<file path="config.mk">
export PLATFORM = sky130hd
export DESIGN_NAME = msgdma_stream_arbiter_flat
export DESIGN_NICKNAME = d
export VERILOG_FILES = /design/src/rtl/msgdma_stream_arbiter_pkg.sv /design/src/rtl/msgdma_stream_arbiter_if.sv /design/src/rtl/msgdma_stream_arbiter_rr_arbiter.sv /design/src/rtl/msgdma_stream_arbiter.sv /design/src/flat_wrapper.sv
export SDC_FILE = /design/constraint.sdc
export NUM_CORES = 1
export LEC_CHECK = 0
export CAP_MARGIN = 25
export CORE_MARGIN = 3
export CORE_UTILIZATION = 36
export DETAILED_ROUTE_END_ITERATION = 16
export GPL_ROUTABILITY_DRIVEN = 1
export GPL_TIMING_DRIVEN = 0
export PLACE_DENSITY = 0.77
export SLEW_MARGIN = 20
export SYNTH_ARGS = -nofsm -noshare
export SYNTH_HDL_FRONTEND = slang
export SYNTH_SLANG_ARGS = --single-unit
</file>
<file path="constraint.sdc">
create_clock -name clk -period 2 [get_ports clk]
set_clock_uncertainty 0.1 [all_clocks]
set_input_delay 0.6 -clock clk [delete_from_list [all_inputs] [get_ports clk]]
set_output_delay 0.6 -clock clk [all_outputs]
set_load 0.05 [all_outputs]
</file>
<file path="src/rtl/msgdma_stream_arbiter_pkg.sv">
// Shared types and helpers for the mSGDMA stream arbiter slice.
package msgdma_pkg;

   localparam int unsigned MSGDMA_N = 32;

   typedef enum logic {
      IDLE,
      XFER
   } arb_state_t;

   // Beat counter must be able to represent 0..PKT_LEN.
   function automatic int unsigned cnt_width(input int unsigned pkt_len);
      return $clog2(pkt_len + 1);
   endfunction

endpackage

</file>
<file path="src/rtl/msgdma_stream_arbiter_if.sv">
// Requester-side and mSGDMA sink-side signals of the stream arbiter.
interface msgdma_stream_arbiter_if
   import msgdma_pkg::*;
#(
   parameter int unsigned N    = MSGDMA_N,
   parameter int unsigned NREQ = 2,
   parameter int unsigned CW   = 3
);

   logic [NREQ-1:0]   req_valid;
   logic [NREQ*N-1:0] req_data;
   logic [NREQ-1:0]   req_ready;
   logic [N-1:0]      src_data;
   logic              src_valid;
   logic              src_ready;
   logic              src_sop;
   logic              src_eop;
   logic [CW-1:0]     src_channel;
   logic [NREQ-1:0]   grant;
   logic              busy;

   modport master (
      output req_valid, req_data, src_ready,
      input  req_ready, src_data, src_valid, src_sop, src_eop, src_channel, grant, busy
   );

   modport slave (
      input  req_valid, req_data, src_ready,
      output req_ready, src_data, src_valid, src_sop, src_eop, src_channel, grant, busy
   );

endinterface

</file>
<file path="src/rtl/msgdma_stream_arbiter_rr_arbiter.sv">
// Combinational round-robin pick: first request found searching from last+1, wrapping.
module rr_arbiter #(
   parameter int unsigned NREQ = 2,
   parameter int unsigned CW   = 3
) (
   input  logic [NREQ-1:0] req,
   input  logic [CW-1:0]   last,
   output logic [NREQ-1:0] gnt,
   output logic [CW-1:0]   idx
);

   logic            found;
   int unsigned     cand;
   logic [NREQ-1:0] rs;

   always_comb begin
      gnt   = '0;
      idx   = '0;
      found = 1'b0;
      cand  = 0;
      rs    = '0;
      for (int unsigned k = 1; k <= NREQ; k++) begin
         cand = (32'(last) + k) % NREQ;
         rs   = req >> cand;
         if (!found && rs[0]) begin
            found = 1'b1;
            gnt   = NREQ'(1) << cand;
            idx   = CW'(cand);
         end
      end
   end

endmodule

</file>
<file path="src/rtl/msgdma_stream_arbiter.sv">
// Packet-atomic round-robin arbiter sharing one mSGDMA stream sink among NREQ producers.
module msgdma_stream_arbiter
   import msgdma_pkg::*;
#(
   parameter int unsigned N       = MSGDMA_N,
   parameter int unsigned NREQ    = 2,
   parameter int unsigned PKT_LEN = 4,
   parameter int unsigned CW      = 3
) (
   input logic                    clk,
   input logic                    reset,
   msgdma_stream_arbiter_if.slave bus
);

   localparam int unsigned CNTW = cnt_width(PKT_LEN);

   arb_state_t      state;
   logic [NREQ-1:0] grant_r;
   logic [NREQ-1:0] arb_gnt;
   logic [NREQ-1:0] req_ready_c;
   logic [CW-1:0]   chan_r;
   logic [CW-1:0]   last_r;
   logic [CW-1:0]   arb_idx;
   logic [CNTW-1:0] cnt;
   logic [N-1:0]    src_data_r;
   logic [N-1:0]    word_sel;
   logic [CW-1:0]   src_channel_r;
   logic            src_valid_r;
   logic            src_sop_r;
   logic            src_eop_r;
   logic            ofree;
   logic            accept;
   logic            last_beat;

   rr_arbiter #(
      .NREQ (NREQ),
      .CW   (CW)
   ) u_rr (
      .req  (bus.req_valid),
      .last (last_r),
      .gnt  (arb_gnt),
      .idx  (arb_idx)
   );

   // Ready depends only on registered state and src_ready, never on req_valid.
   always_comb begin
      ofree       = !src_valid_r || bus.src_ready;
      req_ready_c = (state == XFER) ? (grant_r & {NREQ{ofree}}) : '0;
      accept      = |(bus.req_valid & req_ready_c);
      last_beat   = (cnt == CNTW'(PKT_LEN - 1));
      word_sel    = N'(bus.req_data >> (32'(chan_r) * N));
   end

   always_ff @(posedge clk or posedge reset) begin
      if (reset) begin
         state         <= IDLE;
         grant_r       <= '0;
         chan_r        <= '0;
         last_r        <= CW'(NREQ - 1);
         cnt           <= '0;
         src_data_r    <= '0;
         src_channel_r <= '0;
         src_valid_r   <= 1'b0;
         src_sop_r     <= 1'b0;
         src_eop_r     <= 1'b0;
      end else begin
         if (src_valid_r && bus.src_ready && !accept)
            src_valid_r <= 1'b0;
         unique case (state)
            IDLE: begin
               if (|bus.req_valid) begin
                  grant_r <= arb_gnt;
                  chan_r  <= arb_idx;
                  cnt     <= '0;
                  state   <= XFER;
               end
            end
            XFER: begin
               if (accept) begin
                  src_data_r    <= word_sel;
                  src_channel_r <= chan_r;
                  src_valid_r   <= 1'b1;
                  src_sop_r     <= (cnt == '0);
                  src_eop_r     <= last_beat;
                  if (last_beat) begin
                     last_r  <= chan_r;
                     grant_r <= '0;
                     cnt     <= '0;
                     state   <= IDLE;
                  end else begin
                     cnt <= cnt + CNTW'(1);
                  end
               end
            end
            default: state <= IDLE;
         endcase
      end
   end

   assign bus.req_ready   = req_ready_c;
   assign bus.src_data    = src_data_r;
   assign bus.src_valid   = src_valid_r;
   assign bus.src_sop     = src_sop_r;
   assign bus.src_eop     = src_eop_r;
   assign bus.src_channel = src_channel_r;
   assign bus.grant       = grant_r;
   assign bus.busy        = (state == XFER) || src_valid_r;

endmodule

</file>
<file path="src/flat_wrapper.sv">
// flat-port wrapper written by rule: the top's interface ports become plain ports
module msgdma_stream_arbiter_flat import msgdma_pkg::*;
#(
   parameter int unsigned N       = MSGDMA_N,
   parameter int unsigned NREQ    = 2,
   parameter int unsigned PKT_LEN = 4,
   parameter int unsigned CW      = 3
)
  (clk, reset, bus_req_valid, bus_req_data, bus_src_ready, bus_req_ready, bus_src_data, bus_src_valid, bus_src_sop, bus_src_eop, bus_src_channel, bus_grant, bus_busy);
  msgdma_stream_arbiter_if #(.N(N), .NREQ(NREQ), .CW(CW)) bus_i ();
  input logic clk;
  input logic reset;
  input wire logic [$bits(bus_i.req_valid)-1:0] bus_req_valid;
  input wire logic [$bits(bus_i.req_data)-1:0] bus_req_data;
  input wire logic [$bits(bus_i.src_ready)-1:0] bus_src_ready;
  output wire logic [$bits(bus_i.req_ready)-1:0] bus_req_ready;
  output wire logic [$bits(bus_i.src_data)-1:0] bus_src_data;
  output wire logic [$bits(bus_i.src_valid)-1:0] bus_src_valid;
  output wire logic [$bits(bus_i.src_sop)-1:0] bus_src_sop;
  output wire logic [$bits(bus_i.src_eop)-1:0] bus_src_eop;
  output wire logic [$bits(bus_i.src_channel)-1:0] bus_src_channel;
  output wire logic [$bits(bus_i.grant)-1:0] bus_grant;
  output wire logic [$bits(bus_i.busy)-1:0] bus_busy;
  assign bus_i.req_valid = bus_req_valid;
  assign bus_i.req_data = bus_req_data;
  assign bus_i.src_ready = bus_src_ready;
  assign bus_req_ready = bus_i.req_ready;
  assign bus_src_data = bus_i.src_data;
  assign bus_src_valid = bus_i.src_valid;
  assign bus_src_sop = bus_i.src_sop;
  assign bus_src_eop = bus_i.src_eop;
  assign bus_src_channel = bus_i.src_channel;
  assign bus_grant = bus_i.grant;
  assign bus_busy = bus_i.busy;
  msgdma_stream_arbiter #(.N(N), .NREQ(NREQ), .PKT_LEN(PKT_LEN), .CW(CW)) u_core (.clk(clk), .reset(reset), .bus(bus_i));
endmodule
</file>
==> run_results.csv <==
group,metric,value,unit
global_routing,antenna_violations_before_repair,0,
global_routing,gr-total-overflow,0,
run_status,status,"completed",
pwr,share_seq_of_total_power,26.4,%
logic_synthesis,ys_seq_area_share,50.3,%
worst_hold_path,min_path_cells,1,
detailed_routing,routed_wirelength,6.33,mm
pwr,p_sw_share,50.3,%
logic_synthesis,postSynth.asyncResetShare,100,%
clock_tree,htree_levels,2,
global_routing,grt_first_pass_wirelength,10.4,mm
placed_design,dp_worst_setup_slack,-1.24,ns
pwr,combinational_cell_fraction_of_total_power,62.2,%
pwr,power_leakage,1.54,nW
timing,finalCritPeriodShare,97.1,%
setup_path,criticalPathCategory,"register to primary output",
worst_hold_path,hold_path_class,"register to register",
clock_tree,cts_num_sinks,44,
timing,post-route-min-period,1.94,ns
detailed_routing,drt-pass1-iter-count,4,
pwr,peakVddDrop,913,uV
placed_design,globalplace.congestion,0.803,
global_routing,grt_max_degree,31,
logic_synthesis,synth.top_cells.by_area,"sky130_fd_sc_hd__dfrtp_1, sky130_fd_sc_hd__mux2i_1, sky130_fd_sc_hd__a31oi_1, sky130_fd_sc_hd__a21oi_1, sky130_fd_sc_hd__buf_6",
logic_synthesis,syn-cell-area,2190,sq um
detailed_routing,num_vias,2073,
setup_path,r2r.worst_path.cells,5,
logic_synthesis,post_synth_num_cell_types,33,
setup_path,crit_arrival,1.24,ns
setup_path,timing.critical_path.max_delay_family,"buffers and inverters",
pwr,internal_power,2.91,mW
setup_path,ordered_list_of_cells_on_the_worst_path,"dlygate4sd2_1",
logic_synthesis,synth_edf_count,0,
global_routing,grt_util_all_layers,18.3,%
die,fp.coreArea,5710,sq um
setup_path,r2r_setup_slack,0.38,ns
timing,relSlewSlack,65.5,%
die,design.die.area,7070,sq um
clock_tree,clock_tree_from_tritoncts,"built",
pwr,power_density,1660,nW/um^2
setup_path,timing.rr.start,"u_core.bus.grant[1]$_DFFE_PP0P_",
logic_synthesis,syn_inst,202,
die,io_pins,112,
detailed_routing,wl_per_cell,16.0,microns
die,floorplan.initialDensity,38.4,%
finish,syn_to_final_growth,61.3,%
clock_tree,clock_path_buffers,2,
detailed_routing,drcViolationCount,0,
clock_tree,clk_pin_slew_worst_paths,0.08,ns
setup_path,cp-end-kind,"primary output",
timing,timing.final.ws_setup,0.0575,ns
timing,maxClockFrequency,0.515,GHz
timing,fin_worst_hold_slack,0.410,ns
logic_synthesis,synth.cells.most_frequent,"sky130_fd_sc_hd__dfrtp_1, sky130_fd_sc_hd__a21oi_1, sky130_fd_sc_hd__a31oi_1, sky130_fd_sc_hd__mux2i_1, sky130_fd_sc_hd__clkbuf_1",
setup_path,critPathLaunchType,"register",
timing,rsz0062_at_grt,"false",
die,floorplan.die.width,84.1,microns
clock_tree,cts.root.buffer_cell,"sky130_fd_sc_hd__clkbuf_8",
worst_hold_path,worst_hold_path.endpoint,"u_core.bus.src_channel[0]$_DFFE_PP0P_",
logic_synthesis,synth_warn,0,
timing,finalSetupViolations,0,
logic_synthesis,synth-main-ff-cell,"sky130_fd_sc_hd__dfrtp_1",
die,floorplan.rows,27,
setup_path,critical_path.max_fanout,4,
logic_synthesis,synth-seq-cells,44,
placed_design,detailedPlacementHpwl,4.66,mm
logic_synthesis,yosys.area.top_type_share,49.1,%
setup_path,rr_endpoint,"u_core.bus.src_sop$_DFFE_PP0P_",
setup_path,critPathMaxStageDelay,0.54,ns
clock_tree,clock_latency,0.30,ns
worst_hold_path,timing.hold.worst.start,"u_core.bus.src_channel[0]$_DFFE_PP0P_",
timing,timing_hold_violations_final,0,
logic_synthesis,synth_top_cell_by_area,"sky130_fd_sc_hd__dfrtp_1",
die,die_height,84.1,microns
logic_synthesis,leading_cell_type_by_number_of_instances_after_synthesis,"sky130_fd_sc_hd__dfrtp_1",
finish,layout-drive-gt1-share,13.9,%
detailed_routing,route.antenna.remaining_nets,0,
detailed_routing,detailedRoute.firstIterationViolations,134,
finish,antennaDiodeCount,0,
run,max-cap-violations,0,
setup_path,number_of_buffers_and_inverters_on_the_critical_path,1,
clock_tree,cts_made_buffers,5,
setup_path,cpMaxStageDelayCell,"sky130_fd_sc_hd__dlygate4sd2_1",
placed_design,numPortBuffers,109,
timing,worstMarginPinSlew,0.520,ns
detailed_routing,drt-vias-per-instance,5.23,
global_routing,first_global_vias,2130,
setup_path,critical_path_required,1.30,ns
timing,fin_max_slew_vios,0,
pwr,switchingPower,2.95,mW
pwr,clock_power_share,11.4,%
finish,nets,394,
logic_synthesis,post_synth.cell_area_avg,10.9,sq um
-- power by group through the flow --
| stage | clock [mW] | sequential (mW) | combinational, mW |
|---|---|---|---|
| 2_1_floorplan | 0 | 2.83 | 1.34 |
| 3_3_place_gp | 0 | 1.54 | 3.83 |
| 3_5_place_dp | 0 | 1.57 | 3.87 |
| 4_1_cts | 0.680 | 1.54 | 3.72 |
| 5_1_grt | 0.716 | 1.60 | 3.88 |
| 6_report | 0.667 | 1.55 | 3.65 |
-- per-layer routing --
metal / share of wire (%) / global-route usage (%)
met5: 0 / 0
met4: 0.85 / 4.39
met3: 8.9 / 7.40
met2: 47 / 28.9
met1: 43 / 23.3
-- state kept, by name, summed over array words and instances (netlist names) --
signal / count
u_core.bus.src_data: 32
u_core.bus.src_channel: 1
u_core.last_r: 1
u_core.bus.grant: 2
u_core.bus.src_valid: 1
u_core.bus.src_sop: 1
u_core.cnt: 3
u_core.state: 1
u_core.chan_r: 1
u_core.bus.src_eop: 1
-- cell families after synthesis --
family	Yosys count	synth area share, %
compound gates	76	20.6
flops	44	50.3
mux	36	16.8
buf+inv	27	6.90
simple gates	16	4.16
fa+ha+maj	2	1.14
other cells	1	0.171
-- layout make-up --
type	count	area, sq um
tap	72	90.1
clock buffer	6	72.6
multi-input combinational	132	963
sequential	44	1100
inverter	5	18.8
timing repair buffer	116	1120
fill	518	2170
clock inverter	2	35.0
buffer	19	134
-- worst max-delay path by stage --
stage,cells after the start,start,end
after floorplan,4,bus_src_ready,bus_req_ready[0]
after global placement,6,bus_src_ready,bus_req_ready[0]
after detailed placement,6,bus_src_ready,bus_req_ready[0]
after CTS,6,bus_src_ready,bus_req_ready[0]
after global routing,1,u_core.bus.grant[1]$_DFFE_PP0P_,bus_grant[1]
final,1,u_core.bus.grant[1]$_DFFE_PP0P_,bus_grant[1]
-- timing repair --
action	4_1_cts	5_1_grt
setup buffers	6	0
gates resized for setup	78	2
setup endpoints to repair	73	2
hold buffers	0	0
-- placed cells by master (no fill, tap or decap), types with 2 or more instances in the layout --
master                             n
sky130_fd_sc_hd__buf_6             7
sky130_fd_sc_hd__conb_1            2
sky130_fd_sc_hd__a22o_1            2
sky130_fd_sc_hd__mux2i_1          33
sky130_fd_sc_hd__clkbuf_1          7
sky130_fd_sc_hd__dlygate4sd2_1    40
sky130_fd_sc_hd__dfrtp_1          41
sky130_fd_sc_hd__nor2_1            2
sky130_fd_sc_hd__buf_2             4
sky130_fd_sc_hd__buf_8             3
sky130_fd_sc_hd__a21oi_1          33
sky130_fd_sc_hd__mux2_2            2
sky130_fd_sc_hd__and3_4            3
sky130_fd_sc_hd__dfrtp_2           2
sky130_fd_sc_hd__clkbuf_8          5
sky130_fd_sc_hd__ha_1              2
sky130_fd_sc_hd__nand2_1           3
sky130_fd_sc_hd__a31oi_1          33
sky130_fd_sc_hd__clkdlybuf4s50_1  65
sky130_fd_sc_hd__buf_4             8
sky130_fd_sc_hd__inv_1             4
sky130_fd_sc_hd__nor2b_1           2
-- stage by stage --
step           utilization [%]  area (sq um)  instances  power, mW  TNS (ns)
4_1_cts                   62.9          3590        399       5.94    -0.205
2_1_floorplan                -          2230        203       4.17         0
3_3_place_gp              59.7          3410        384       5.37    -43.91
6_report                  62.0          3540        396       5.86         0
3_5_place_dp              60.0          3430        385       5.44    -16.27
5_1_grt                   62.0          3540        396       6.20         0
No activity file was read; power rests on OpenSTA's default activity.
